**src/rtl/rc4_pkg.sv**
```systemverilog
// ============================================================================
// Module      : rc4_pkg
// Description : Shared byte width and receive-buffer FSM state encodings.
// Revision    : 1.0 - initial release
// ============================================================================
`default_nettype none

package rc4_pkg;

    localparam int RC4_BYTE_W = 8;

    localparam logic [1:0] ST_IDLE     = 2'd0;
    localparam logic [1:0] ST_FILL     = 2'd1;
    localparam logic [1:0] ST_WAIT_KEY = 2'd2;
    localparam logic [1:0] ST_DRAIN    = 2'd3;

endpackage

`default_nettype wire

```
**src/rtl/rc4_rx_mem.sv**
```systemverilog
// ============================================================================
// Module      : rc4_rx_mem
// Description : DEPTH x DW simple dual-port RAM, synchronous write and read.
//               Only the read register is reset; array contents persist.
// Revision    : 1.0 - initial release
// ============================================================================
`default_nettype none

module rc4_rx_mem #(
    parameter int DEPTH = 256,
    parameter int AW    = 8,
    parameter int DW    = 8
) (
    input  logic          clk,
    input  logic          rst,
    input  logic          wr_en,
    input  logic [AW-1:0] wr_addr,
    input  logic [DW-1:0] wr_data,
    input  logic          rd_en,
    input  logic [AW-1:0] rd_addr,
    output logic [DW-1:0] rd_data
);

    logic [DW-1:0] r_mem [DEPTH];
    logic [DW-1:0] r_rd_data;

    always_ff @(posedge clk) begin
        if (wr_en) begin
            r_mem[wr_addr] <= wr_data;
        end
    end

    // Read register only updates on rd_en so the presented byte holds during stalls.
    always_ff @(posedge clk) begin
        if (rst) begin
            r_rd_data <= '0;
        end else if (rd_en) begin
            r_rd_data <= r_mem[rd_addr];
        end
    end

    assign rd_data = r_rd_data;

endmodule

`default_nettype wire

```
**src/rtl/rc4_rx_frame_buffer.sv**
```systemverilog
// ============================================================================
// Module      : rc4_rx_frame_buffer
// Description : Store-and-forward single-frame receive buffer; replays a stored
//               ciphertext frame to the decrypt core once keystream is ready.
//               Optional macro RC4_RX_DROP_CNT_EN adds the drop_cnt port.
// Revision    : 1.0 - initial release
// ============================================================================
`default_nettype none

module rc4_rx_frame_buffer
    import rc4_pkg::*;
#(
    parameter int DEPTH = 256,
    parameter int AW    = 8,
    parameter int DW    = RC4_BYTE_W
) (
    input  logic          clk,
    input  logic          rst,
    input  logic          in_valid,
    input  logic [DW-1:0] in_data,
    input  logic          in_last,
    output logic          in_ready,
    input  logic          key_ready,
    output logic          out_valid,
    output logic [DW-1:0] out_data,
    output logic          out_last,
    input  logic          out_ready,
    output logic          busy,
`ifdef RC4_RX_DROP_CNT_EN
    output logic [15:0]   drop_cnt,
`endif
    output logic          overflow
);

    localparam logic [AW:0]   c_depth   = (AW+1)'(DEPTH);
    localparam logic [AW:0]   c_len_one = (AW+1)'(1);
    localparam logic [AW-1:0] c_ptr_one = AW'(1);

    logic [1:0]    r_state;
    logic [AW-1:0] r_wr_ptr;
    logic [AW:0]   r_len;
    logic [AW:0]   r_rd_ptr;
    logic          r_out_valid;
    logic          r_out_last;
    logic          r_overflow;

    logic w_accept;
    logic w_room;
    logic w_wr_en;
    logic w_take;
    logic w_fetch;

    assign in_ready = !rst && ((r_state == ST_IDLE) || (r_state == ST_FILL));
    assign w_accept = in_valid && in_ready;
    assign w_room   = (r_len < c_depth);
    assign w_wr_en  = w_accept && w_room;
    assign w_take   = r_out_valid && out_ready;
    // A fetch refills the output slot when it is empty or being emptied this cycle.
    assign w_fetch  = (r_state == ST_DRAIN) && key_ready && (r_rd_ptr < r_len) &&
                      (!r_out_valid || out_ready);

    rc4_rx_mem #(
        .DEPTH (DEPTH),
        .AW    (AW),
        .DW    (DW)
    ) u_mem (
        .clk     (clk),
        .rst     (rst),
        .wr_en   (w_wr_en),
        .wr_addr (r_wr_ptr),
        .wr_data (in_data),
        .rd_en   (w_fetch),
        .rd_addr (r_rd_ptr[AW-1:0]),
        .rd_data (out_data)
    );

    always_ff @(posedge clk) begin
        if (rst) begin
            r_state     <= ST_IDLE;
            r_wr_ptr    <= '0;
            r_len       <= '0;
            r_rd_ptr    <= '0;
            r_out_valid <= 1'b0;
            r_out_last  <= 1'b0;
            r_overflow  <= 1'b0;
        end else begin
            if (w_wr_en) begin
                r_wr_ptr <= r_wr_ptr + c_ptr_one;
                r_len    <= r_len + c_len_one;
            end
            if (w_accept && !w_room) begin
                r_overflow <= 1'b1;
            end

            if (w_fetch) begin
                r_out_valid <= 1'b1;
                r_out_last  <= (r_rd_ptr == (r_len - c_len_one));
                r_rd_ptr    <= r_rd_ptr + c_len_one;
            end else if (w_take) begin
                r_out_valid <= 1'b0;
                r_out_last  <= 1'b0;
            end

            case (r_state)
                ST_IDLE: begin
                    if (w_accept) begin
                        r_state <= in_last ? ST_WAIT_KEY : ST_FILL;
                    end
                end
                ST_FILL: begin
                    if (w_accept && in_last) begin
                        r_state <= ST_WAIT_KEY;
                    end
                end
                ST_WAIT_KEY: begin
                    if (key_ready) begin
                        r_state <= ST_DRAIN;
                    end
                end
                ST_DRAIN: begin
                    if (w_take && r_out_last) begin
                        r_state  <= ST_IDLE;
                        r_wr_ptr <= '0;
                        r_len    <= '0;
                        r_rd_ptr <= '0;
                    end
                end
                default: r_state <= ST_IDLE;
            endcase
        end
    end

    assign out_valid = r_out_valid;
    assign out_last  = r_out_last;
    assign busy      = (r_state != ST_IDLE);
    assign overflow  = r_overflow;

`ifdef RC4_RX_DROP_CNT_EN
    logic [15:0] r_drop_cnt;

    always_ff @(posedge clk) begin
        if (rst) begin
            r_drop_cnt <= '0;
        end else if (w_accept && !w_room && (r_drop_cnt != 16'hFFFF)) begin
            r_drop_cnt <= r_drop_cnt + 16'd1;
        end
    end

    assign drop_cnt = r_drop_cnt;
`endif

endmodule

`default_nettype wire
```
**config.mk**
```make
export PLATFORM = sky130hd
export DESIGN_NAME = rc4_rx_frame_buffer
export DESIGN_NICKNAME = d
export VERILOG_FILES = /design/src/rtl/rc4_pkg.sv /design/src/rtl/rc4_rx_mem.sv /design/src/rtl/rc4_rx_frame_buffer.sv
export SDC_FILE = /design/constraint.sdc
export NUM_CORES = 2
export LEC_CHECK = 0
export ABC_AREA = 1
export CORE_ASPECT_RATIO = 1.4
export CORE_MARGIN = 4
export CORE_UTILIZATION = 40
export DETAILED_ROUTE_END_ITERATION = 6
export GPL_TIMING_DRIVEN = 1
export HOLD_SLACK_MARGIN = 0.05
export PLACE_DENSITY_LB_ADDON = 0.05
export SETUP_SLACK_MARGIN = 0.5
export SLEW_MARGIN = 15
export SYNTH_ARGS = -nofsm -noshare
export SYNTH_HDL_FRONTEND = slang
export SYNTH_SLANG_ARGS = --single-unit
```
**constraint.sdc**
```tcl
create_clock -name clk -period 6.2 [get_ports clk]
set_input_delay 1.24 -clock clk [delete_from_list [all_inputs] [get_ports clk]]
set_output_delay 1.24 -clock clk [all_outputs]
set_load 0.005 [all_outputs]
```
# Yosys cells after proc, flatten, opt, wreduce, memory -nomap -nowiden
# Memory sizes are Yosys's and may differ from the RTL's. A register that Yosys moved wholly into a read port is not among the register bits.
# Index checks and enable logic that the tools add are counted.
dict set report op_classes {
  n_mux 20
  addsub 4
  n_reduce_logical 19
  magnitude_cmp 2
  eq_ne 8
}
# op n
set op_table {}
lappend op_table {{$mux W9} 6}
lappend op_table {{$mux W8} 3}
lappend op_table {{$add A9 B1 Y9 const B} 2}
lappend op_table {{$logic_and A1 B1 Y1} 10}
lappend op_table {{$mux W2} 5}
lappend op_table {{$eq A9 B9 Y1} 1}
lappend op_table {{$lt A9 B9 Y1} 1}
lappend op_table {{$lt A9 B9 Y1 const B} 1}
lappend op_table {{$sub A9 B1 Y9 const B} 1}
lappend op_table {{$add A8 B1 Y8 const B} 1}
lappend op_table {{$pmux W2 S4} 1}
lappend op_table {{$mux W1} 5}
lappend op_table {{$eq A2 B2 Y1 const B} 2}
lappend op_table {{$ne A2 B1 Y1 const B} 2}
lappend op_table {{$ne A2 B2 Y1 const B} 2}
lappend op_table {{$reduce_and A4 Y1} 1}
lappend op_table {{$reduce_bool A2 Y1} 2}
lappend op_table {{$logic_not A1 Y1} 3}
lappend op_table {{$eq A2 B1 Y1 const B} 1}
lappend op_table {{$logic_not A2 Y1} 1}
lappend op_table {{$logic_or A1 B1 Y1} 2}
dict set report word_totals {
  wordCells 61
  memories 1
  out_inout_bits 13
  ff_bits 31
  ramBits 2048
}
# memory words word_bits rd rd_ports_with_merged_regs write_ports line_no
set mem_list {}
lappend mem_list {u_mem.r_mem 256 8 1 1 1 rc4_rx_mem.sv:24} ;# logic [DW-1:0] r_mem [DEPTH];

# Longest topological paths before layout
dict set report depth {
  word_depth 8
  ltp_mapped 22
}

# Cells and area by module
# A second synthesis with hierarchy kept.
dict set report unflattened {
  cells_unflattened 7349
  area_unflattened_um2 85610.9
}
# module n_inst area_per_inst_um2 cells_per_inst
set modules_own_cells {}
lappend modules_own_cells {rc4_rx_mem 1 83522.6 7038}
lappend modules_own_cells {rc4_rx_frame_buffer 1 2088.3 311}

# Worst setup path before layout
# Ideal clock, no wire load.
dict set report synth_timing {
  path_type {input-to-reg}
  start {input rst}
  end {memory u_mem.r_mem[115][0] (enable)}
  arrival_ps 2851
  setup_time_ps 370
  path_slack_ps 2979
  t_required_ps 5830
  stages 8
  path_cell_list {nor2_1 > nand2_1 > nor2_2 > inv_2 > nor2_2 > nand3_1 > clkbuf_1 > nor2_1}
}
dict set report synth_between {
  elab_chain_cells 6
}
# item line_no
set synth_rtl {}
lappend synth_rtl {{from (decl)} rc4_rx_frame_buffer.sv:18} ;# input logic rst,
lappend synth_rtl {{$logic_not A1 Y1} rc4_rx_frame_buffer.sv:53} ;# assign in_ready = !rst && ((r_state == ST_IDLE) || (r_state == ST_FILL));
lappend synth_rtl {{$logic_and A1 B1 Y1} rc4_rx_frame_buffer.sv:53}
lappend synth_rtl {{$logic_and A1 B1 Y1} rc4_rx_frame_buffer.sv:54} ;# assign w_accept = in_valid && in_ready;
lappend synth_rtl {{$logic_and A1 B1 Y1} rc4_rx_frame_buffer.sv:56} ;# assign w_wr_en = w_accept && w_room;
lappend synth_rtl {{$mux W1} rc4_rx_mem.sv:28} ;# if (wr_en) begin
lappend synth_rtl {{$mux W1 (not written as such)} rc4_rx_mem.sv:29} ;# r_mem[wr_addr] <= wr_data;
lappend synth_rtl {{to (decl)} rc4_rx_mem.sv:24}
# Every way passes these cells.

# Final worst setup path
dict set report layout_timing {
  start {input rst}
  end {memory u_mem.r_mem[7][1] (enable)}
}
# Same word-level chain as after synthesis.

==> results.json <==
{
  "layout-drive-gt1-share_pct": 5.81,
  "area_delta_synth_final_pct": 11.4,
  "yosysWarnings": 0,
  "post-route-period-util_pct": 68.3,
  "synth-async-reset-ratio_pct": 0,
  "syn_avg_cell_area_um2": 10.8,
  "grt-ovfl-total": 0,
  "holdCritPathClass": "register to register",
  "start_kind": "primary input",
  "ys_top_cells_by_count": "2053 x nand2_1, 2048 x edfxtp_1, 1416 x nor2_1",
  "die_x_um": 403,
  "yosysMostFrequentCell": "nand2_1",
  "antenna_found_initial": 10,
  "clk_pin_slew_ns": 0.06,
  "wire_per_inst_um": 25.0,
  "routed_wl_mm": 275,
  "cts_buffer_depth": 4,
  "ctsHtreeMaxLevel": 4,
  "worstPathMaxFanout": 16,
  "crit_path_top_delay_cell": "nand2_2",
  "r2r_setup_slack_ns": 2.16,
  "setup_viol": 0,
  "synth_flop_cell": "edfxtp_1",
  "synth_cells": 8067,
  "syn-num-nets": 8101,
  "report.final.slew_viol_count": 0,
  "initial_core_util_pct": 40.3,
  "post-cts-setup-buffers": 0,
  "post_cts_resized": 0,
  "slowest_delay_ns": 0.65,
  "max_freq_mhz": 236,
  "die-area_um2": 226000,
  "skew_ns": 0.0526,
  "status": "finished, final reports clean",
  "synthXorXnorAreaFrac_pct": 0.176,
  "synthesis.area_um2": 87500,
  "cts_buffers": 215,
  "grt_pass1_vias": 58224,
  "ant_nets": 0,
  "required_ns": 6.65,
  "synth_edf_count": 2048,
  "synth.mux.area_fraction_pct": 0,
  "cts_tree": "done",
  "min_period_ns": 4.23,
  "clkLatencyLatePin_ns": 0.87,
  "setup_tns_ns": 0,
  "ir_drop_uv": 255,
  "nNetsFinal": 7990,
  "endpoint_kind": "register",
  "io_pins": 27,
  "cp_cell_sequence": "clkdlybuf4s50_1, nor2_1, nand2_1, nor2_2, buf_4, inv_2, nor2_2, nand2_2, buf_4, nor2_1",
  "clock_tree.root_cell": "clkbuf_16",
  "relSlewSlack_pct": 23.1,
  "leakagePower_nw": 35.5,
  "grt_pass1_wl_mm": 398,
  "synth_top_area_share_pct": 70.3,
  "rows": 202,
  "remaining_drc_errors": 0,
  "num_vias": 57536,
  "cts.sinks": 2087,
  "crit_arrival_ns": 4.69,
  "synthSimpleGateAreaFrac_pct": 18.7,
  "grt_usage_pct": 23.8,
  "powerDensity_nw_per_um2": 303,
  "worst_slew_pin_slew_ns": 1.15,
  "ys_types": 37,
  "firstDrtPassIters": 7,
  "gp_congestion": 0.833,
  "synth_top_family_by_area": "simple AND/OR/NAND/NOR gates",
  "worstRegToRegCells": 12,
  "die_y_um": 561,
  "ys_seq_elements": 2087,
  "maxCapViolations": 0,
  "ctsHoldBuffers": 0,
  "vias_per_cell": 5.24,
  "grt_setup_unrepaired": "no",
  "io_buffers": 26,
  "netlist_top_cells_area": "edfxtp_1 70%, nand2_1 8.8%, nor2_1 6.1%",
  "synth_compound_area_share_pct": 4.95,
  "synth_largest_area_cell": "edfxtp_1",
  "finalHoldViolations": 0,
  "fin_util_pct": 44.9,
  "synth_adder_area_share_pct": 0.286,
  "drt-initial-drc-count": 4611,
  "total_power_w": 0.0295,
  "fillerInstances": 20403,
  "grt_max_degree": 172,
  "core_um2": 217000,
  "whs_path_depth": 1,
  "yosysSeqAreaShare_pct": 71.2,
  "worstSetupPathType": "primary input to register",
  "dp_hpwl_mm": 162
}
==> final timing paths <==
path / start / end
hold / removal: overflow$_SDFFE_PP0P_ / overflow$_SDFFE_PP0P_
hold reg to reg: overflow$_SDFFE_PP0P_ / overflow$_SDFFE_PP0P_
setup / recovery: rst / u_mem.r_mem[7][1]$_DFFE_PP_
setup reg to reg: r_state[0]$_SDFFE_PP0P_ / u_mem.r_mem[7][1]$_DFFE_PP_
==> report_power, final <==
part | internal (W) | switching [W] | total [W]
registers | 0.0155 | 0.0000257 | 0.0155
clock network | 0.00738 | 0.00547 | 0.0129
logic | 0.000244 | 0.000886 | 0.00113
==> metal layers <==
layer | wire length (um) | track usage (%)
met5 | 0 | 0
met4 | 10300 | 8.36
met3 | 12600 | 2.54
met2 | 137000 | 41.5
met1 | 115000 | 30.9
==> final cells by class <==
| cell class | count | area (um^2) | area share, % |
|---|---|---|---|
| flip-flops and latches | 2087 | 62300 | 64.0 |
| multi-input cells | 4997 | 21200 | 21.8 |
| clock buffers | 262 | 5620 | 5.77 |
| well taps | 2856 | 3570 | 3.67 |
| inverters | 514 | 1960 | 2.01 |
| repair buffers | 141 | 1550 | 1.59 |
| clock inverters | 124 | 1210 | 1.24 |
| diodes | 2 | 5.00 | 0.00514 |
==> metrics by stage <==
step	hold WS [ns]	std cells	area, um^2	worst slack, ns
global route	0.527	10982	97400	1.79
finish	0.496	10983	97400	1.97
detailed placement	0.486	10595	90600	1.06
global placement	0.487	10595	90600	1.15
floorplan	0.464	8067	87500	2.98
CTS	0.500	10981	97400	1.99
==> kinds of logic after synthesis <==
| group | count (synthesis) |
|---|---|
| buf+inv | 983 |
| xor+xnor | 16 |
| flops | 2087 |
| compound gates | 824 |
| fa+ha+maj | 20 |
| simple gates | 4137 |
==> worst max-delay path: cells and delay by family <==
family	cells	cell delay (ns)
and+or+nand+nor	6	2.09
buffers and inverters	4	1.34
==> placed cells by master (no fill, tap or decap), drive strengths merged, types with 3 or more instances in the layout <==
cell type / count
a21oi: 97
buf: 123
bufinv: 23
clkbuf: 262
clkdlybuf4s50: 18
clkinv: 96
clkinvlp: 8
dfxtp: 39
edfxtp: 2048
ha: 20
inv: 511
nand2: 2053
nand3: 639
nand4: 6
nor2: 1418
nor3: 6
o211ai: 58
o21a: 3
o21ai: 639
o22ai: 19
or2: 11
xor2: 13
==> registers in the layout, summed over array words and instances (netlist names) <==
signal,flops
r_rd_ptr,9
u_mem.r_mem,2048
r_len,9
r_wr_ptr,8
r_state,2
out_valid,1
u_mem.rd_data,8
overflow,1
out_last,1
Note: power is estimated with default switching activity, not from simulation.
